$ cat config.mk
export PLATFORM = sky130hd
export DESIGN_NAME = ex_muldiv_unit
export DESIGN_NICKNAME = d
export VERILOG_FILES = /design/src/rtl/ex_muldiv_unit.sv
export SDC_FILE = /design/constraint.sdc
export NUM_CORES = 1
export LEC_CHECK = 0
export CAP_MARGIN = 5
export CORE_MARGIN = 2
export CORE_UTILIZATION = 63
export DETAILED_ROUTE_END_ITERATION = 12
export PLACE_DENSITY_LB_ADDON = 0.12
export SLEW_MARGIN = 20
export SYNTH_ARGS = -nofsm -noshare
export SYNTH_HDL_FRONTEND = slang
export SYNTH_SLANG_ARGS = --single-unit
$ cat constraint.sdc
create_clock -name clk -period 5.4 [get_ports clk]
set_clock_uncertainty 0.2 [all_clocks]
set_input_delay 1.62 -clock clk [delete_from_list [all_inputs] [get_ports clk]]
set_output_delay 1.62 -clock clk [all_outputs]
set_load 0.02 [all_outputs]
$ cat src/rtl/ex_muldiv_unit.sv
// Purpose: iterative 16-bit multiply / restoring divide for the EX stage, signed or unsigned.
// Latency: start sampled in IDLE, done WIDTH+1 edges later; divide by zero finishes after one edge.
// Backpressure: stall holds IF/ID and ID/EX from the start cycle through BUSY; no queueing of starts.
// Ports: clk, reset (async active-low), flush (sync abort), start/is_div/is_signed/op1/op2 (request),
//        stall/busy (pipeline hold / not idle), done (1-cycle result strobe),
//        result_hi/result_lo (product halves or remainder/quotient), div_by_zero.
module ex_muldiv_unit #(
    parameter int WIDTH = 16,
    parameter int CNT_W = 5
) (
    input  logic             clk,
    input  logic             reset,
    input  logic             flush,
    input  logic             start,
    input  logic             is_div,
    input  logic             is_signed,
    input  logic [WIDTH-1:0] op1,
    input  logic [WIDTH-1:0] op2,
    output logic             stall,
    output logic             busy,
    output logic             done,
    output logic [WIDTH-1:0] result_hi,
    output logic [WIDTH-1:0] result_lo,
    output logic             div_by_zero
);

    typedef enum logic [1:0] {S_IDLE, S_BUSY, S_DONE} state_t;

    state_t             state_q, state_d;
    logic [CNT_W-1:0]   cnt_q, cnt_d;
    // Multiply: {partial product hi, multiplier shifting out}. Divide: {remainder, quotient shifting in}.
    logic [2*WIDTH-1:0] acc_q, acc_d;
    logic [WIDTH-1:0]   opb_q, opb_d;
    logic               is_div_q, is_div_d;
    logic               neg_q, neg_d;
    logic               rem_neg_q, rem_neg_d;
    logic               dbz_q, dbz_d;
    logic [WIDTH-1:0]   res_hi_q, res_hi_d;
    logic [WIDTH-1:0]   res_lo_q, res_lo_d;
    logic               res_dbz_q, res_dbz_d;

    // Operand magnitudes; -2^(W-1) negates to itself, which is the correct unsigned magnitude.
    logic               sign1, sign2;
    logic [WIDTH-1:0]   mag1, mag2;
    logic [WIDTH:0]     mul_sum;
    logic [2*WIDTH-1:0] mul_next, div_next, prod_fin;
    logic [WIDTH:0]     rem_sh;
    logic [WIDTH+1:0]   diff;
    logic [WIDTH-1:0]   quo, rem, fin_hi, fin_lo;

    always_comb begin
        sign1 = is_signed & op1[WIDTH-1];
        sign2 = is_signed & op2[WIDTH-1];
        mag1  = sign1 ? -op1 : op1;
        mag2  = sign2 ? -op2 : op2;

        mul_sum  = {1'b0, acc_q[2*WIDTH-1:WIDTH]} + (acc_q[0] ? {1'b0, opb_q} : '0);
        mul_next = {mul_sum, acc_q[WIDTH-1:1]};

        // Shifted remainder can reach WIDTH+1 bits; if its top bit is set the subtract always succeeds.
        rem_sh = acc_q[2*WIDTH-1:WIDTH-1];
        diff   = {1'b0, rem_sh} - {2'b00, opb_q};
        if (diff[WIDTH+1])
            div_next = {rem_sh[WIDTH-1:0], acc_q[WIDTH-2:0], 1'b0};
        else
            div_next = {diff[WIDTH-1:0], acc_q[WIDTH-2:0], 1'b1};

        // Sign fix-up; divide-by-zero captured with both sign flags clear so raw values pass through.
        prod_fin = neg_q ? -acc_q : acc_q;
        quo      = neg_q ? -acc_q[WIDTH-1:0] : acc_q[WIDTH-1:0];
        rem      = rem_neg_q ? -acc_q[2*WIDTH-1:WIDTH] : acc_q[2*WIDTH-1:WIDTH];
        fin_hi   = is_div_q ? rem : prod_fin[2*WIDTH-1:WIDTH];
        fin_lo   = is_div_q ? quo : prod_fin[WIDTH-1:0];
    end

    always_comb begin
        state_d   = state_q;
        cnt_d     = cnt_q;
        acc_d     = acc_q;
        opb_d     = opb_q;
        is_div_d  = is_div_q;
        neg_d     = neg_q;
        rem_neg_d = rem_neg_q;
        dbz_d     = dbz_q;
        res_hi_d  = res_hi_q;
        res_lo_d  = res_lo_q;
        res_dbz_d = res_dbz_q;

        if (flush) begin
            state_d = S_IDLE;
        end else begin
            case (state_q)
                S_IDLE: begin
                    if (start) begin
                        is_div_d = is_div;
                        if (is_div && op2 == '0) begin
                            acc_d     = {op1, {WIDTH{1'b1}}};
                            neg_d     = 1'b0;
                            rem_neg_d = 1'b0;
                            dbz_d     = 1'b1;
                            state_d   = S_DONE;
                        end else begin
                            acc_d     = {{WIDTH{1'b0}}, (is_div ? mag1 : mag2)};
                            opb_d     = is_div ? mag2 : mag1;
                            neg_d     = sign1 ^ sign2;
                            rem_neg_d = sign1;
                            dbz_d     = 1'b0;
                            cnt_d     = CNT_W'(WIDTH);
                            state_d   = S_BUSY;
                        end
                    end
                end
                S_BUSY: begin
                    acc_d = is_div_q ? div_next : mul_next;
                    cnt_d = cnt_q - 1'b1;
                    if (cnt_q == CNT_W'(1))
                        state_d = S_DONE;
                end
                S_DONE: begin
                    // Latch at the end of the DONE cycle so a flush here leaves the held results untouched.
                    res_hi_d  = fin_hi;
                    res_lo_d  = fin_lo;
                    res_dbz_d = dbz_q;
                    state_d   = S_IDLE;
                end
                default: state_d = S_IDLE;
            endcase
        end
    end

    always_ff @(posedge clk or negedge reset) begin
        if (!reset) begin
            state_q   <= S_IDLE;
            cnt_q     <= '0;
            acc_q     <= '0;
            opb_q     <= '0;
            is_div_q  <= 1'b0;
            neg_q     <= 1'b0;
            rem_neg_q <= 1'b0;
            dbz_q     <= 1'b0;
            res_hi_q  <= '0;
            res_lo_q  <= '0;
            res_dbz_q <= 1'b0;
        end else begin
            state_q   <= state_d;
            cnt_q     <= cnt_d;
            acc_q     <= acc_d;
            opb_q     <= opb_d;
            is_div_q  <= is_div_d;
            neg_q     <= neg_d;
            rem_neg_q <= rem_neg_d;
            dbz_q     <= dbz_d;
            res_hi_q  <= res_hi_d;
            res_lo_q  <= res_lo_d;
            res_dbz_q <= res_dbz_d;
        end
    end

    // Start stalls combinationally so ID/EX holds on the very cycle the request appears.
    assign stall       = ((state_q == S_IDLE) & start) | (state_q == S_BUSY);
    assign busy        = (state_q != S_IDLE);
    assign done        = (state_q == S_DONE) & ~flush;
    assign result_hi   = done ? fin_hi : res_hi_q;
    assign result_lo   = done ? fin_lo : res_lo_q;
    assign div_by_zero = done ? dbz_q  : res_dbz_q;

endmodule

### Yosys cells after proc, flatten, opt, wreduce, memory -nomap -nowiden

Index checks and enable logic that the tools add are counted.

| word-level totals | value |
|---|---|
| flip-flop bits (word level) | 92 |
| input bits | 38 |
| output and inout bits | 36 |
| logic and storage cells | 74 |

| operators by class | value |
|---|---|
| add/sub/neg operators | 8 |
| eq/ne operators | 7 |
| muxes and demuxes | 29 |
| bitwise operators | 8 |
| reductions and logical operators | 11 |

Operators with widths:

| kind | count |
|---|---|
| 16-bit two-way mux | 11 |
| 32-bit two-way mux | 5 |
| 16-bit negation | 4 |
| 32-bit one-hot mux with 2 select lines | 1 |
| 32-bit negation | 1 |
| 17-bit by 16-bit subtractor with 18-bit output | 1 |
| 16-bit by 16-bit adder with 17-bit output | 1 |
| 16-bit logical NOT | 1 |
| 5-bit two-way mux | 2 |
| 5-bit one-hot mux with 2 select lines | 1 |
| 2-bit two-way mux | 4 |
| 4-bit AND reduction | 2 |
| 3-bit != test (second input constant) | 2 |
| 3-bit AND reduction | 2 |
| 5-bit by 1-bit == test with 1-bit output (second input constant) | 1 |
| 5-bit by 1-bit subtractor with 5-bit output (second input constant) | 1 |
| 1-bit bitwise AND | 4 |
| 1-bit two-way mux | 4 |
| 2-bit != test (second input constant) | 2 |
| 2-bit one-hot mux with 2 select lines | 1 |
| 2-bit AND reduction | 2 |
| 2-bit nonzero test | 2 |
| 2-bit by 1-bit == test with 1-bit output (second input constant) | 1 |
| 2-bit == test (second input constant) | 1 |
| 5 further kinds | 6 |

### Longest topological paths before layout

Gate-level depths: netlist (run 1).

| logic depth | value |
|---|---|
| depth in word-level cells | 6 |
| depth in mapped cells | 12 |
| depth with buffers taken out | 10 |

### Worst setup path before layout (run 1)

No wires, ideal clock.

| timing path | value |
|---|---|
| path type | input-to-output |
| start | in flush |
| end | out result_hi[1] |
| arrival time | 2.898 ns |
| data required time | 3.580 ns |
| path slack | 0.682 ns |
| stages on the path | 4 |
| buffers on the path | 1 |
| cells stage by stage | nor2_1 nand2_1 clkbuf_1 o311ai_0 |

| on the way | value |
|---|---|
| word-level cells in the longest chain between the ends | 3 |

RTL lines:

| element | line | RTL |
|---|---|---|
| start: declaration | 13 | `input logic flush,` |
| 1-bit NOT (no line) | -- |  |
| 1-bit bitwise AND | 162 | `assign done = (state_q == S_DONE) & ~flush;` |
| 16-bit two-way mux | 163 | `assign result_hi = done ? fin_hi : res_hi_q;` |
| end: declaration | 22 | `output logic [WIDTH-1:0] result_hi,` |

No other way between the ends.

### Final worst setup path (run 1)

| timing path | value |
|---|---|
| start | in flush |
| end | out result_hi[4] |

Same word-level chain as after synthesis.

==> results of run 1 <==
-- registers in the layout, summed over array words and instances, names as in the netlist --
| name | count |
|---|---|
| state_q | 2 |
| neg_q | 1 |
| dbz_q | 1 |
| cnt_q | 5 |
| opb_q | 16 |
| rem_neg_q | 1 |
| is_div_q | 1 |
| res_hi_q | 16 |
| res_dbz_q | 1 |
| res_lo_q | 16 |
| acc_q | 32 |
-- power by group --
part | total (mW) | switching, mW | internal [mW]
combinational | 3.92 | 2.27 | 1.66
sequential | 1.37 | 0.379 | 0.995
clock | 0.686 | 0.314 | 0.372
total | 5.98 | 2.96 | 3.02
-- worst register-to-register path, stage by stage (launching register included) --
cell and delay [ps]:
dfrtp_1 540, ha_1 410, o21ai_0 160, a21oi_1 280
o21ai_0 330, o21ai_4 710, nor2_1 140, a211oi_1 430
a211oi_1 80
-- final timing paths --
check | start | to | slack (ps) | cells after the start
setup / recovery | flush | result_hi[4] | 130 | 6
hold / removal | res_lo_q[5] | res_lo_q[5] | 290 | 2
setup reg to reg | acc_q[20] | acc_q[29] | 1970 | 8
hold reg to reg | res_lo_q[5] | res_lo_q[5] | 290 | 2
max in group asynchronous | reset | opb_q[9] | 2950 | 2
min in group asynchronous | reset | cnt_q[3] | 1150 | 1
-- layout by cell type, fill, tap and decap left out, types with 12 or more instances in the layout --
| cell | count |
|---|---|
| nor2_1 | 95 |
| clkdlybuf4s50_1 | 67 |
| inv_1 | 46 |
| mux2i_1 | 16 |
| o211ai_1 | 13 |
| o31ai_1 | 13 |
| a31oi_1 | 17 |
| a21oi_1 | 90 |
| buf_4 | 19 |
| xnor2_1 | 35 |
| ha_1 | 38 |
| a211oi_1 | 22 |
| xor2_1 | 45 |
| nand2_1 | 113 |
| o21ai_0 | 93 |
| nor3_1 | 12 |
| dfrtp_1 | 92 |
-- stage by stage --
stage	total power, mW	instance area, sq um
after CTS	5.91	8830
final	5.98	8860
after floorplan	4.17	7650
after global placement	5.11	8520
after detailed placement	5.20	8520
after global routing	6.43	8860
-- final cells by class --
type / instances / area [sq um]
multi-input combinational: 775 / 4980
fill: 946 / 3060
sequential: 92 / 2300
timing repair buffer: 92 / 896
clock buffer: 9 / 225
tap: 147 / 184
inverter: 47 / 176
clock inverter: 7 / 87.6
-- cells by family after synthesis --
group | count (synthesis) | synth area share [%]
AOI/OAI and AO/OA | 326 | 26.6
muxes | 28 | 4.01
and+or+nand+nor | 301 | 18.4
DFF | 92 | 30.1
buffers and inverters | 95 | 4.99
xor gates and xnor gates | 80 | 9.16
adders and majority gates | 40 | 6.74
-- routing by layer --
layer	GRT usage, %	vias to the layer above	routed length [um]	part of all wire, %
met1	47.1	3407	9560	44
met5	0	-	0	0
met4	12.6	0	633	2.9
met3	4.98	42	1830	8.5
met2	54.5	382	9610	44
li1	-	3571	-	-
-- repair_timing --
action                                 in CTS  in global routing
endpoints found under the hold margin       0                  0
resized for setup                           0                  8
setup endpoints to repair                   0                  8
setup buffers                               0                  0
==> results.md, run 1 <==
- CP most frequent cell: clkdlybuf4s50_1
- Hpwl dp: between 15,000 and 20,000 um
- Final wirelength: approximately 22,000 um
- DRT antenna net count: 0
- Area contributors post-synth: dfrtp_1 (30%), ha_1 (6.2%), o21ai_0 (6.1%), a21oi_1 (5.9%), nand2_1 (5.6%)
- DIE AREA: roughly 13,000 sq um
- Synth Flop Type: dfrtp_1
- Peak VDD IR: around 0.36 mV
- Max_slew headroom: between 30% and 40%
- DRT Pass-1 Iters: 5
- Critical path type: input port to primary output
- Nets: 1,095
- Final Max Tran Viols: 0
- Die Height: between 100 and 150 um
- Core area: about 12,000 sq um
- Crit path DAT: 3450 ps
- Synthesis-stage register bit count: 92
- Buffers & Inverters on Critical Path: 3
- DR vias: around 7.4k
- Min setup slack post-route: between 100 and 150 ps
- Fin cells: 1,169
- Maximum buffer depth of the clock tree: 2
- H-tree Lvls: 3
- CTS Sinks: a little over 90
- Clk slew on worst S/H paths: 70 ps
- Row count: 40
- CP max stage cell: clkdlybuf4s50_1
- Critical Path Sink Type: primary output
- Mapped Cells: 962
- DRT iter0 DRCs: between 600 and 700
- Synth top cells by count: nand2_1 (114), nor2_1 (95), o21ai_0 (93)
- Worst Hold Class: flop to flop
- Util after Layout: 74.3%
- Vias per cell: about 6.3
- EDFF count, synth: 0
- Final setup violation count: 0
- Initial antenna violation count: 0
- Required time worst endpoint: between 3000 and 4000 ps
- Yosys warnings: 0
- Horiz. Die Dim: 114 um
- Most frequent cell after synthesis: nand2_1
- Total GRT Usage: approximately 34%
- Status: completed
- CTS tree: built
- Seq/Total Area, Yosys: 30.1%
- Clock root cell: clkbuf_16
- Asr flop ratio synth: between 90% and 100%
- Number of max-cap violations: 0
- Setup TNS: 0 ps
- Initial Util: about 64%
- Latest clock arrival within the worst-skew pair: about 360 ps
- GRT overflow: 0
- GPL Wtd Cong: roughly 1
- First-pass GRT wire length: ~35,000 um
- Post-synth top area share: 30.1%
- Net Count, Synth: between 1k and 1.5k
- Mean Syn Cell Area: a little under 8 sq um
- Crit path largest cell delay: approximately 650 ps
- Port Buffers: 73
- WHS: 290 ps
- CP max FO: 52
- Crit-path cells: clkdlybuf4s50_1, nor2_1, nand2_2, buf_12, o21ai_0, clkdlybuf4s50_1
- Placement Setup Slack: around 38 ps
- PD cells: 676 nW/um^2
- Worst path top cell family by delay: buffers and inverters
- Crit share post-route: a little over nine tenths
- RSZ-0062 raised after global routing: true
- Lkg Pwr: 3.84 nW
- FMAX: between 0.15 and 0.2 GHz
- Routed WL per cell: 18.5 um
- TritonCTS Buffers: 9
- Syn-to-layout area delta: 15.8%
- DRC: 0
- Hold_buf cts: 0
- Diode count: 0
- Worst Tran Pin Value: ~920 ps
- Netlist cell types: 74
- Layout cells sized above 1: ~7.4%
- Final Hold Violating Endpoints: 0
- Largest net degree at the start of global routing: 67
- Setup crit start kind: input port
- Minimum clock period: 5270 ps
- Cell taking the most area after synthesis: dfrtp_1
- Placed cell count: 1,153
- Ports: 74
- Mapped cell area: 7650 sq um
- Number of global-route vias before repair: approximately 6.9k
Note: power is estimated with default switching activity, not from simulation.
==> inputs of run 2 (changes only) <==
- CORE_MARGIN: 2 -> not set
- TNS_END_PERCENT: not set -> 10
==> results.md, run 2 (same netlist as run 1, synthesis figures left out) <==
- Status: complete, but fails checks (was completed)
- Failing checks: DRC
- Latest clock arrival within the worst-skew pair: 370 ps (was 360 ps)
- Final Max Tran Viols: 0 (unchanged)
- Most frequent cells in the layout: nand2_1 (113), nor2_1 (95), o21ai_0 (93) (unchanged)
- Clock root cell: clkbuf_16 (unchanged)
- Crit-path cells: clkdlybuf4s50_1, nor2_1, nand2_2, buf_12, buf_6, nand2_1, o21ai_1, clkdlybuf4s50_1 (was clkdlybuf4s50_1, nor2_1, nand2_2, buf_12, o21ai_0, clkdlybuf4s50_1)
- Worst path top cell family by delay: buffers and inverters (unchanged)
- Required time worst endpoint: 3580 ps (about the same)
- Total GRT Usage: 35.9% (was 34.1%)
- NetSw: 2.96 mW (about the same)
- Maximum buffer depth of the clock tree: 2 (unchanged)
- DRT Pass-1 Iters: 10 (was 5)
- # Post-CTS Setup Buffers: 0 (unchanged)
- First-pass GRT wire length: 35,600 um (was 35,100 um)
- Internal power: 2.96 mW (was 3.02 mW)
- Number of max-cap violations: 0 (unchanged)
- GRT overflow: 0 (unchanged)
- Fin cells: 1,163 (was 1,169)
- Row count: 39 (was 40)
- Peak VDD IR: 0.611 mV (was 0.364 mV)
- Core area: 11,600 sq um (was 11,900 sq um)
- Nets: 1,093 (was 1,095)
- Crit share post-route: 97.6% (was 97.7%)
- PD cells: 669 nW/um^2 (was 676 nW/um^2)
- Min setup slack post-route: 131 ps (was 126 ps)
- Final wirelength: 21,700 um (was 21,600 um)
- CP max stage cell: clkdlybuf4s50_1 (unchanged)
- Post-DP Area: 8500 sq um (was 8520 sq um)
- Filler cells: 878 (was 946)
- RSZ-0062 raised after global routing: false (was true)
- Setup TNS: 0 ps (unchanged)
- Area of the multi-input gates: 4980 sq um (unchanged)
- CTS tree: built (unchanged)
- Placed cell count: 1,147 (was 1,153)
- Util after Layout: 76.2% (was 74.3%)
- WHS: 279 ps (was 290 ps)
- Final setup violation count: 0 (unchanged)
- Placement Setup Slack: -9.75 ps (was 37.6 ps)
- FMAX: 0.190 GHz (about the same)
- Largest reg by FF count: acc_q (unchanged)
- Switch share: 49.9% (was 49.5%)
- TritonCTS Buffers: 9 (unchanged)
- Clk slew on worst S/H paths: 70 ps (about the same)
- Diode count: 0 (unchanged)
- Syn-to-layout area delta: 15.8% (about the same)
- Reg area: 2300 sq um (unchanged)
- DR vias: 7,482 (was 7,402)
- Die Height: 112 um (was 114 um)
- Final Hold Violating Endpoints: 0 (unchanged)
- Routed WL per cell: 18.6 um (was 18.5 um)
- Ports: 74 (unchanged)
- Number of global-route vias before repair: 7,059 (was 6,906)
- Combinational power share: 65.9% (was 65.6%)
- Worst Hold Class: flop to flop (unchanged)
- Lkg Pwr: 4.02 nW (was 3.84 nW)
- Initial antenna violation count: 0 (unchanged)
- Crit path DAT: 3450 ps (about the same)
- Layout cells sized above 1: 7.25% (was 7.44%)
- DIE AREA: 12,600 sq um (was 13,000 sq um)
- Vias per cell: 6.43 (was 6.33)
- CTS Sinks: 92 (unchanged)
- Flop pwr share: 23.3% (was 23.0%)
- Critical path type: input port to primary output (unchanged)
- Port Buffers: 73 (unchanged)
- Minimum clock period: 5270 ps (about the same)
- Overall Power: 5.92 mW (was 5.98 mW)
- DRT iter0 DRCs: 705 (was 699)
- Buffers & Inverters on Critical Path: 4 (was 3)
- Max_slew headroom: 33.6% (was 38.4%)
- Setup crit start kind: input port (unchanged)
- Worst Tran Pin Value: 995 ps (was 923 ps)
- GPL Wtd Cong: 1.01 (was 0.976)
- H-tree Lvls: 3 (unchanged)
- DRC: 3 (was 0)
- Most common cell after layout, fill and taps aside: nand2_1 (unchanged)
- Crit path largest cell delay: 640 ps (was 650 ps)
- Critical Path Sink Type: primary output (unchanged)
- Horiz. Die Dim: 112 um (was 114 um)
- CP max FO: 30 (was 52)
- CP most frequent cell: clkdlybuf4s50_1 (unchanged)
- DRT antenna net count: 0 (unchanged)
- Max reg flops: 32 (unchanged)
- Initial Util: 65.9% (was 64.2%)
- Clock power frac: 10.8% (was 11.5%)
- Hpwl dp: 16,400 um (was 16,300 um)
- Final Cell Area: 8850 sq um (was 8860 sq um)
- Largest net degree at the start of global routing: 63 (was 67)
run 2: cell types whose count changed in the layout (fill, tap and decap cells not counted), sizes merged:
cell	before	now
inv	51	50
bufinv	1	0
clkdlybuf4s50	67	53
clkinvlp	0	1
dlymetal6s2s	5	19
clkinv	2	3
buf	20	18
run 2: layout make-up:
type | instances | area share (%)
well taps | 143 | 2.02
clock inverters | 7 | 0.749
flip-flops and latches | 92 | 26.0
multi-input cells | 775 | 56.3
repair buffers | 90 | 10.4
clock buffers | 9 | 2.54
inverters | 47 | 1.99
run 2: tightest hold or removal path, stage by stage, from the launching register on:
cell,delay [ps]
dfrtp_1,330
nand2_1,50
nand2_1,70
run 2: power by group through the flow:
| stage | logic [mW] | registers (mW) | clock network (mW) |
|---|---|---|---|
| floorplan | 2.96 | 1.21 | 0 |
| global placement | 3.74 | 1.36 | 0 |
| detailed placement | 3.83 | 1.37 | 0 |
| CTS | 3.86 | 1.36 | 0.637 |
| global route | 4.31 | 1.41 | 0.665 |
| finish | 3.90 | 1.38 | 0.637 |
run 2: path summary, 6_finish.rpt:
check / start / endpoint / slack [ps] / cells after the start
worst max register to register: acc_q[19] / acc_q[29] / 1830 / 8
min in group asynchronous: reset / acc_q[2] / 1130 / 1
worst min register to register: res_dbz_q / res_dbz_q / 280 / 2
max in group asynchronous: reset / res_hi_q[8] / 2980 / 2
worst min-delay path: res_dbz_q / res_dbz_q / 280 / 2
worst max-delay path: flush / result_hi[14] / 130 / 8
run 2: per-layer routing:
layer | track usage (%) | vias up | wire length [um]
li1 | - | 3561 | -
met1 | 47.5 | 3489 | 9240
met2 | 56.6 | 375 | 9760
met3 | 8.32 | 57 | 2020
met4 | 15.0 | 0 | 646
met5 | 0 | - | 0
run 2: timing repair:
action,in CTS,in global routing
hold buffers,0,0
setup endpoints to repair,0,22
gates resized for setup,0,23
